===== src/rtl/uart_rx.sv =====
// 8-bit UART receiver with 16x oversampling, mid-bit sampling and break handling.
// Optional even-parity bit is compiled in with `define UART_RX_PARITY_EN.
module uart_rx #(
  parameter int CLK_FREQ  = 50_000_000,
  parameter int BAUD_RATE = 115200
) (
  input  logic       clk,
  input  logic       reset,
  input  logic       rxd,
  output logic [7:0] rx_data,
  output logic       rx_valid,
  output logic       frame_err,
  output logic       parity_err,
  output logic       busy
);

  localparam int DIV = CLK_FREQ / (BAUD_RATE * 16);
  localparam int TW  = (DIV > 1) ? $clog2(DIV) : 1;
  localparam logic [TW-1:0] TICK_MAX = TW'(DIV - 1);

  typedef enum logic [2:0] {
    S_IDLE      = 3'd0,
    S_START     = 3'd1,
    S_DATA      = 3'd2,
    S_PARITY    = 3'd3,
    S_STOP      = 3'd4,
    S_WAIT_IDLE = 3'd5
  } state_t;

`ifdef UART_RX_PARITY_EN
  function automatic logic parity_even(input logic [7:0] d);
    return ^d;
  endfunction
`endif

  state_t          state_q, state_d;
  logic            sync1_q, sync2_q, rxd_prev_q;
  logic [TW-1:0]   tick_cnt_q, tick_cnt_d;
  logic [3:0]      os_cnt_q, os_cnt_d;
  logic [2:0]      bit_idx_q, bit_idx_d;
  logic [7:0]      shift_q, shift_d;
  logic [7:0]      rx_data_q, rx_data_d;
  logic            rx_valid_q, rx_valid_d;
  logic            frame_err_q, frame_err_d;
  logic            busy_q, busy_d;
  logic            rxd_s, fall_s, tick_s, mid_s, end_s;

  assign rxd_s  = sync2_q;
  assign fall_s = rxd_prev_q & ~rxd_s;
  assign tick_s = (state_q != S_IDLE) && (tick_cnt_q == TICK_MAX);
  assign mid_s  = tick_s && (os_cnt_q == 4'd7);
  assign end_s  = tick_s && (os_cnt_q == 4'd15);

  // Synchronizer and edge-detect history reset high so an idle line shows no edge.
  always_ff @(posedge clk or posedge reset) begin
    if (reset) begin
      sync1_q    <= 1'b1;
      sync2_q    <= 1'b1;
      rxd_prev_q <= 1'b1;
    end else begin
      sync1_q    <= rxd;
      sync2_q    <= sync1_q;
      rxd_prev_q <= sync2_q;
    end
  end

  always_ff @(posedge clk or posedge reset) begin
    if (reset) begin
      state_q <= S_IDLE;
    end else begin
      state_q <= state_d;
    end
  end

  always_comb begin
    state_d = state_q;
    case (state_q)
      S_IDLE: begin
        if (fall_s) state_d = S_START;
        else        state_d = S_IDLE;
      end
      S_START: begin
        if (mid_s) state_d = rxd_s ? S_IDLE : S_DATA;
        else       state_d = S_START;
      end
      S_DATA: begin
        if (end_s && (bit_idx_q == 3'd7)) begin
`ifdef UART_RX_PARITY_EN
          state_d = S_PARITY;
`else
          state_d = S_STOP;
`endif
        end else begin
          state_d = S_DATA;
        end
      end
`ifdef UART_RX_PARITY_EN
      S_PARITY: begin
        if (end_s) state_d = S_STOP;
        else       state_d = S_PARITY;
      end
`endif
      S_STOP: begin
        if (end_s) state_d = rxd_s ? S_IDLE : S_WAIT_IDLE;
        else       state_d = S_STOP;
      end
      // A held-low line parks here so one break yields a single frame error.
      S_WAIT_IDLE: begin
        if (rxd_s) state_d = S_IDLE;
        else       state_d = S_WAIT_IDLE;
      end
      default: state_d = S_IDLE;
    endcase
  end

`ifdef UART_RX_PARITY_EN
  logic par_bit_q, par_bit_d;
  logic parity_err_q, parity_err_d;
`endif

  always_comb begin
    tick_cnt_d  = tick_cnt_q;
    os_cnt_d    = os_cnt_q;
    bit_idx_d   = bit_idx_q;
    shift_d     = shift_q;
    rx_data_d   = rx_data_q;
    rx_valid_d  = 1'b0;
    frame_err_d = 1'b0;
    busy_d      = (state_d != S_IDLE);
`ifdef UART_RX_PARITY_EN
    par_bit_d    = par_bit_q;
    parity_err_d = 1'b0;
`endif

    if (state_q == S_IDLE) begin
      tick_cnt_d = '0;
      os_cnt_d   = 4'd0;
      bit_idx_d  = 3'd0;
    end else if (tick_s) begin
      tick_cnt_d = '0;
      os_cnt_d   = os_cnt_q + 4'd1;
    end else begin
      tick_cnt_d = tick_cnt_q + 1'b1;
    end

    case (state_q)
      // Re-zero the oversample phase at mid start bit so later samples land mid-bit.
      S_START: begin
        if (mid_s && !rxd_s) os_cnt_d = 4'd0;
        else                 os_cnt_d = os_cnt_d;
      end
      S_DATA: begin
        if (end_s) begin
          shift_d   = {rxd_s, shift_q[7:1]};
          bit_idx_d = bit_idx_q + 3'd1;
        end else begin
          shift_d   = shift_q;
        end
      end
`ifdef UART_RX_PARITY_EN
      S_PARITY: begin
        if (end_s) par_bit_d = rxd_s;
        else       par_bit_d = par_bit_q;
      end
`endif
      S_STOP: begin
        if (end_s) begin
          rx_data_d = shift_q;
          if (rxd_s) begin
            rx_valid_d = 1'b1;
`ifdef UART_RX_PARITY_EN
            parity_err_d = (par_bit_q != parity_even(shift_q));
`endif
          end else begin
            frame_err_d = 1'b1;
          end
        end else begin
          rx_data_d = rx_data_q;
        end
      end
      default: begin
        shift_d = shift_q;
      end
    endcase
  end

  always_ff @(posedge clk or posedge reset) begin
    if (reset) begin
      tick_cnt_q  <= '0;
      os_cnt_q    <= 4'd0;
      bit_idx_q   <= 3'd0;
      shift_q     <= 8'h00;
      rx_data_q   <= 8'h00;
      rx_valid_q  <= 1'b0;
      frame_err_q <= 1'b0;
      busy_q      <= 1'b0;
    end else begin
      tick_cnt_q  <= tick_cnt_d;
      os_cnt_q    <= os_cnt_d;
      bit_idx_q   <= bit_idx_d;
      shift_q     <= shift_d;
      rx_data_q   <= rx_data_d;
      rx_valid_q  <= rx_valid_d;
      frame_err_q <= frame_err_d;
      busy_q      <= busy_d;
    end
  end

`ifdef UART_RX_PARITY_EN
  always_ff @(posedge clk or posedge reset) begin
    if (reset) begin
      par_bit_q    <= 1'b0;
      parity_err_q <= 1'b0;
    end else begin
      par_bit_q    <= par_bit_d;
      parity_err_q <= parity_err_d;
    end
  end
  assign parity_err = parity_err_q;
`else
  assign parity_err = 1'b0;
`endif

  assign rx_data   = rx_data_q;
  assign rx_valid  = rx_valid_q;
  assign frame_err = frame_err_q;
  assign busy      = busy_q;

endmodule

===== config.mk =====
export PLATFORM = sky130hd
export DESIGN_NAME = uart_rx
export DESIGN_NICKNAME = d
export VERILOG_FILES = /design/src/rtl/uart_rx.sv
export SDC_FILE = /design/constraint.sdc
export NUM_CORES = 1
export LEC_CHECK = 0
export CAP_MARGIN = 5
export CELL_PAD_IN_SITES_DETAIL_PLACEMENT = 0
export CELL_PAD_IN_SITES_GLOBAL_PLACEMENT = 2
export CORE_UTILIZATION = 35
export DETAILED_ROUTE_END_ITERATION = 12
export GPL_TIMING_DRIVEN = 0
export PLACE_DENSITY_LB_ADDON = 0.1
export SLEW_MARGIN = 40
export SYNTH_ARGS = -nofsm -noshare
export SYNTH_HDL_FRONTEND = slang
export SYNTH_SLANG_ARGS = --single-unit

===== constraint.sdc =====
create_clock -name clk -period 1.8 [get_ports clk]
set_input_delay 0.36 -clock clk [delete_from_list [all_inputs] [get_ports clk]]
set_output_delay 0.36 -clock clk [all_outputs]
set_load 0.02 [all_outputs]

==> results <==
- The floorplan step defined a die boundary enclosing 0.00499 mm².
- The hold path endpoint is rxd_s.
- The average wire per cell in the routed design is 13.2 µm.
- The number of hold violations in the final report is 0.
- Across all register-to-register paths, the minimum setup slack is 0.11 ns.
- The transition time at the pin with the least slew margin is 0.631 ns.
- The post-route fraction of the period consumed by the critical path is 93.7%.
- After routing the design area is 0.00201 mm².
- Max-cap violations in this run came to 0.
- Dividing the synthesized area by the synthesized cell count gives 12.7 µm².
- The number of cells on the worst reg-to-reg path is 7.
- The origin of the worst min-delay path is sync1_q.
- The remaining number of nets flagged by the antenna check after routing is 0.
- The max-slew violation total from the final report came to 0.
- Static timing analysis puts the maximum clock frequency at 593 MHz.
- The synthesized netlist occupies a cell area of 0.00165 mm².
- The initial utilization of the core area, before any placement, comes to 37.1%.
- The die is 70.7 µm tall.
- The synthesized flop and latch total is 37.
- The max-slew headroom at the worst pin is 57.9%.
- The number of placed instances, taps included, is 195.
- The critical path is of the register to register type.
- The worst hold path passes through 0 cells.
- At the worst endpoint, the required time is 1.97 ns.
- The final setup violation count is 0.
- After detailed routing, the number of vias per cell comes to 4.84.
- The number of different library cells in the post-synthesis netlist is 38.
- The worst register-to-register path begins at tick_cnt_q[0].
- The overall routed net length is 2740 µm.
- The total congestion overflow is 0.
- The arrival time of data at the critical path endpoint is 1.85 ns.
- The first-pass GRT wire length is 4940 µm.
- The tightest min-delay check is of the register to register type.
- The critical path capture point type is a register.
- Entering global routing, the biggest net connects 38 pins.
- The count of buffers added on input and output ports is 13.
- The worst hold margin is 0.365 ns.
- Power comes to 1.91 mW.
- The shortest period the worst path allows is 1.69 ns.
- The root buffer cell chosen for the clock tree is sky130_fd_sc_hd__clkbuf_8.
- The number of sinks on the clock net is 37.
- The flow ran to the end, and the final reports show no timing, DRC or antenna violations.
- Setup repair after global routing left no endpoint under its margin.
- In this run the cell area measured after placement is 0.00185 mm².
- The clock tree synthesis step divided the H-tree into 2 levels.
- The post-synthesis cell count is 130.
- The TritonCTS clock tree is done.
- At the later pin of the worst-skew pair, clock insertion delay measures 0.28 ns.
- During I/O placement, the number of pins put on the boundary was 15.
- Summing the sequential cell areas from Yosys gives 56.3% of the chip area.
- The number of iterations in the first detailed-routing pass is 4.
- The worst register-to-register path ends at shift_q[5].
- The net count of the finished layout is 162.
- Clock skew on the completed layout was measured at 0.00472 ns.
- The count of antenna diodes in the layout is 0.
- The core occupancy in the finished layout is 45.1%.
- The maximum buffer depth of the clock tree is 2.
- The placeable core area is 0.00444 mm².
- The via count of the routed design is 1002.
- The DRC violation count after routing is 0.
- The half-perimeter wire length after detailed placement is 1890 µm.
- The final instance count without filler cells is 207.
- From synthesis to final layout, the design area changed by 21.5%.
- The total track usage is 13.2%.
- The number of global-route vias before repair came to 981.
- In this run the power density over the cells is 951 mW/mm².
- The maximum fanout count along the critical path is 6.
- The number of antenna violations at the first check in global routing is 0.
- The net count after synthesis is 138.
- IR analysis of the VDD net gives a maximum drop of 0.624 mV.
- The layout cell share with drive strength beyond 1 is 29.7%.
- STA classifies the critical path startpoint as a register.
- The Yosys warning count is 0.
- The floorplan has 24 rows.
- TritonCTS created 5 clock buffers.
- The placer's final routability congestion estimate is 0.695.
- For this design the static power due to leakage is 0.936 nW.
- The die width is 70.7 µm.
- The number of DRC markers after the initial detailed-route iteration is 31.
- The clock-pin transition on the worst setup and hold timing paths is 0.07 ns.
critical path: stages, from the launching register on:
cell and delay [ns]:
sky130_fd_sc_hd__dfrtp_1 0.38, sky130_fd_sc_hd__inv_1 0.06, sky130_fd_sc_hd__ha_2 0.17, sky130_fd_sc_hd__and4b_1 0.20, sky130_fd_sc_hd__buf_6 0.11, sky130_fd_sc_hd__and3_4 0.23
sky130_fd_sc_hd__buf_12 0.13, sky130_fd_sc_hd__mux2_4 0.29
per-layer routing:
metal  vias to the layer above  global-route usage (%)  share of wire, %
met3                         6                    5.13               3.8
li1                        494                       -                 -
met2                        11                    20.2                47
met5                         -                       0                 0
met1                       491                    17.2                47
met4                         0                    4.67               1.5
Yosys cell counts, drive strengths merged:
master   number  area, µm²
a21o          1       7.51
a21oi         1       5.00
and2          1       6.26
and3          3       26.3
and4b         1       10.0
buf           6       62.6
conb          1       3.75
dfrtp        34        851
dfstp         3       78.8
ha            5       62.6
inv           2       7.51
mux2         16        199
mux2i         1       10.0
nand2        14       52.6
nand2b        1       6.26
nand3         5       25.0
nand4         2       12.5
nand4b        1       8.76
nand4bb       1       11.3
nor2          9       33.8
nor2b         1       6.26
nor3          2       10.0
nor3b         3       27.5
nor4          1       12.5
o21ai         4       20.0
o32ai         1       8.76
or2           1       6.26
or3           1       6.26
or4b          2       20.0
xnor2         2       17.5
xor2          4       35.0
cells by family after synthesis:
logic type                 synth area share (%)
and+or+nand+nor                            17.1
DFF                                        56.3
muxes                                      12.7
buffers and inverters                      4.25
AOI/OAI and AO/OA                          2.50
xor gates and xnor gates                   3.18
adders and majority gates                  3.79
other                                     0.227
flip-flops by register name, summed over array words and instances, names as in the netlist, 3 cells and up:
register / cells
rx_data: 8
os_cnt_q: 4
state_q: 3
shift_q: 8
bit_idx_q: 3
tick_cnt_q: 5
cells in the final DEF, fill, tap and decap left out, types with 5 or more instances in the layout:
master                            netlist  routed
sky130_fd_sc_hd__dfrtp_1               34      34
sky130_fd_sc_hd__nand2_1               14      14
sky130_fd_sc_hd__clkdlybuf4s50_1        0      13
sky130_fd_sc_hd__mux2_2                11      11
sky130_fd_sc_hd__nor2_1                 9       9
sky130_fd_sc_hd__buf_4                  2       8
sky130_fd_sc_hd__clkbuf_8               0       6
sky130_fd_sc_hd__mux2_4                 5       5
sky130_fd_sc_hd__nand3_1                5       5
metrics by stage:
stage	setup slack [ns]	setup TNS (ns)
finish	0.114	0
global route	0.0151	0
CTS	0.0167	0
detailed placement	-0.0442	-0.322
global placement	-0.167	-5.98
floorplan	0.0798	0
power by group:
| group | leakage [nW] | internal (mW) | total, mW | switching [mW] |
|---|---|---|---|---|
| Clock | 0.0585 | 0.452 | 0.733 | 0.282 |
| Combinational | 0.385 | 0.115 | 0.225 | 0.109 |
| Sequential | 0.492 | 0.895 | 0.950 | 0.0550 |
worst max path at each step:
stage | start | end | slack, ns | cells past startpoint
floorplan | tick_cnt_q[0] | shift_q[0] | 0.08 | 8
global placement | reset | frame_err | -0.17 | 2
detailed placement | tick_cnt_q[0] | rx_data[6] | -0.04 | 7
CTS | tick_cnt_q[0] | shift_q[5] | 0.02 | 8
global route | tick_cnt_q[0] | os_cnt_q[3] | 0.02 | 6
finish | tick_cnt_q[0] | shift_q[5] | 0.11 | 7
repair_timing:
item / CTS / global route
setup endpoints to repair: 13 / 14
gates resized for setup: 0 / 3
hold buffers: 0 / 0
setup buffers: 1 / 5
final cells by class:
type                            instances  area [µm²]
Fill cell                             425        2440
Sequential cell                        37         930
Multi-Input combinational cell         85         664
Timing Repair Buffer                   19         175
Clock buffer                            7        86.3
Tap cell                               52        65.1
Buffer                                  4        46.3
Clock inverter                          1        30.0
Inverter                                2        8.76
(Power assumes the default switching activity.)
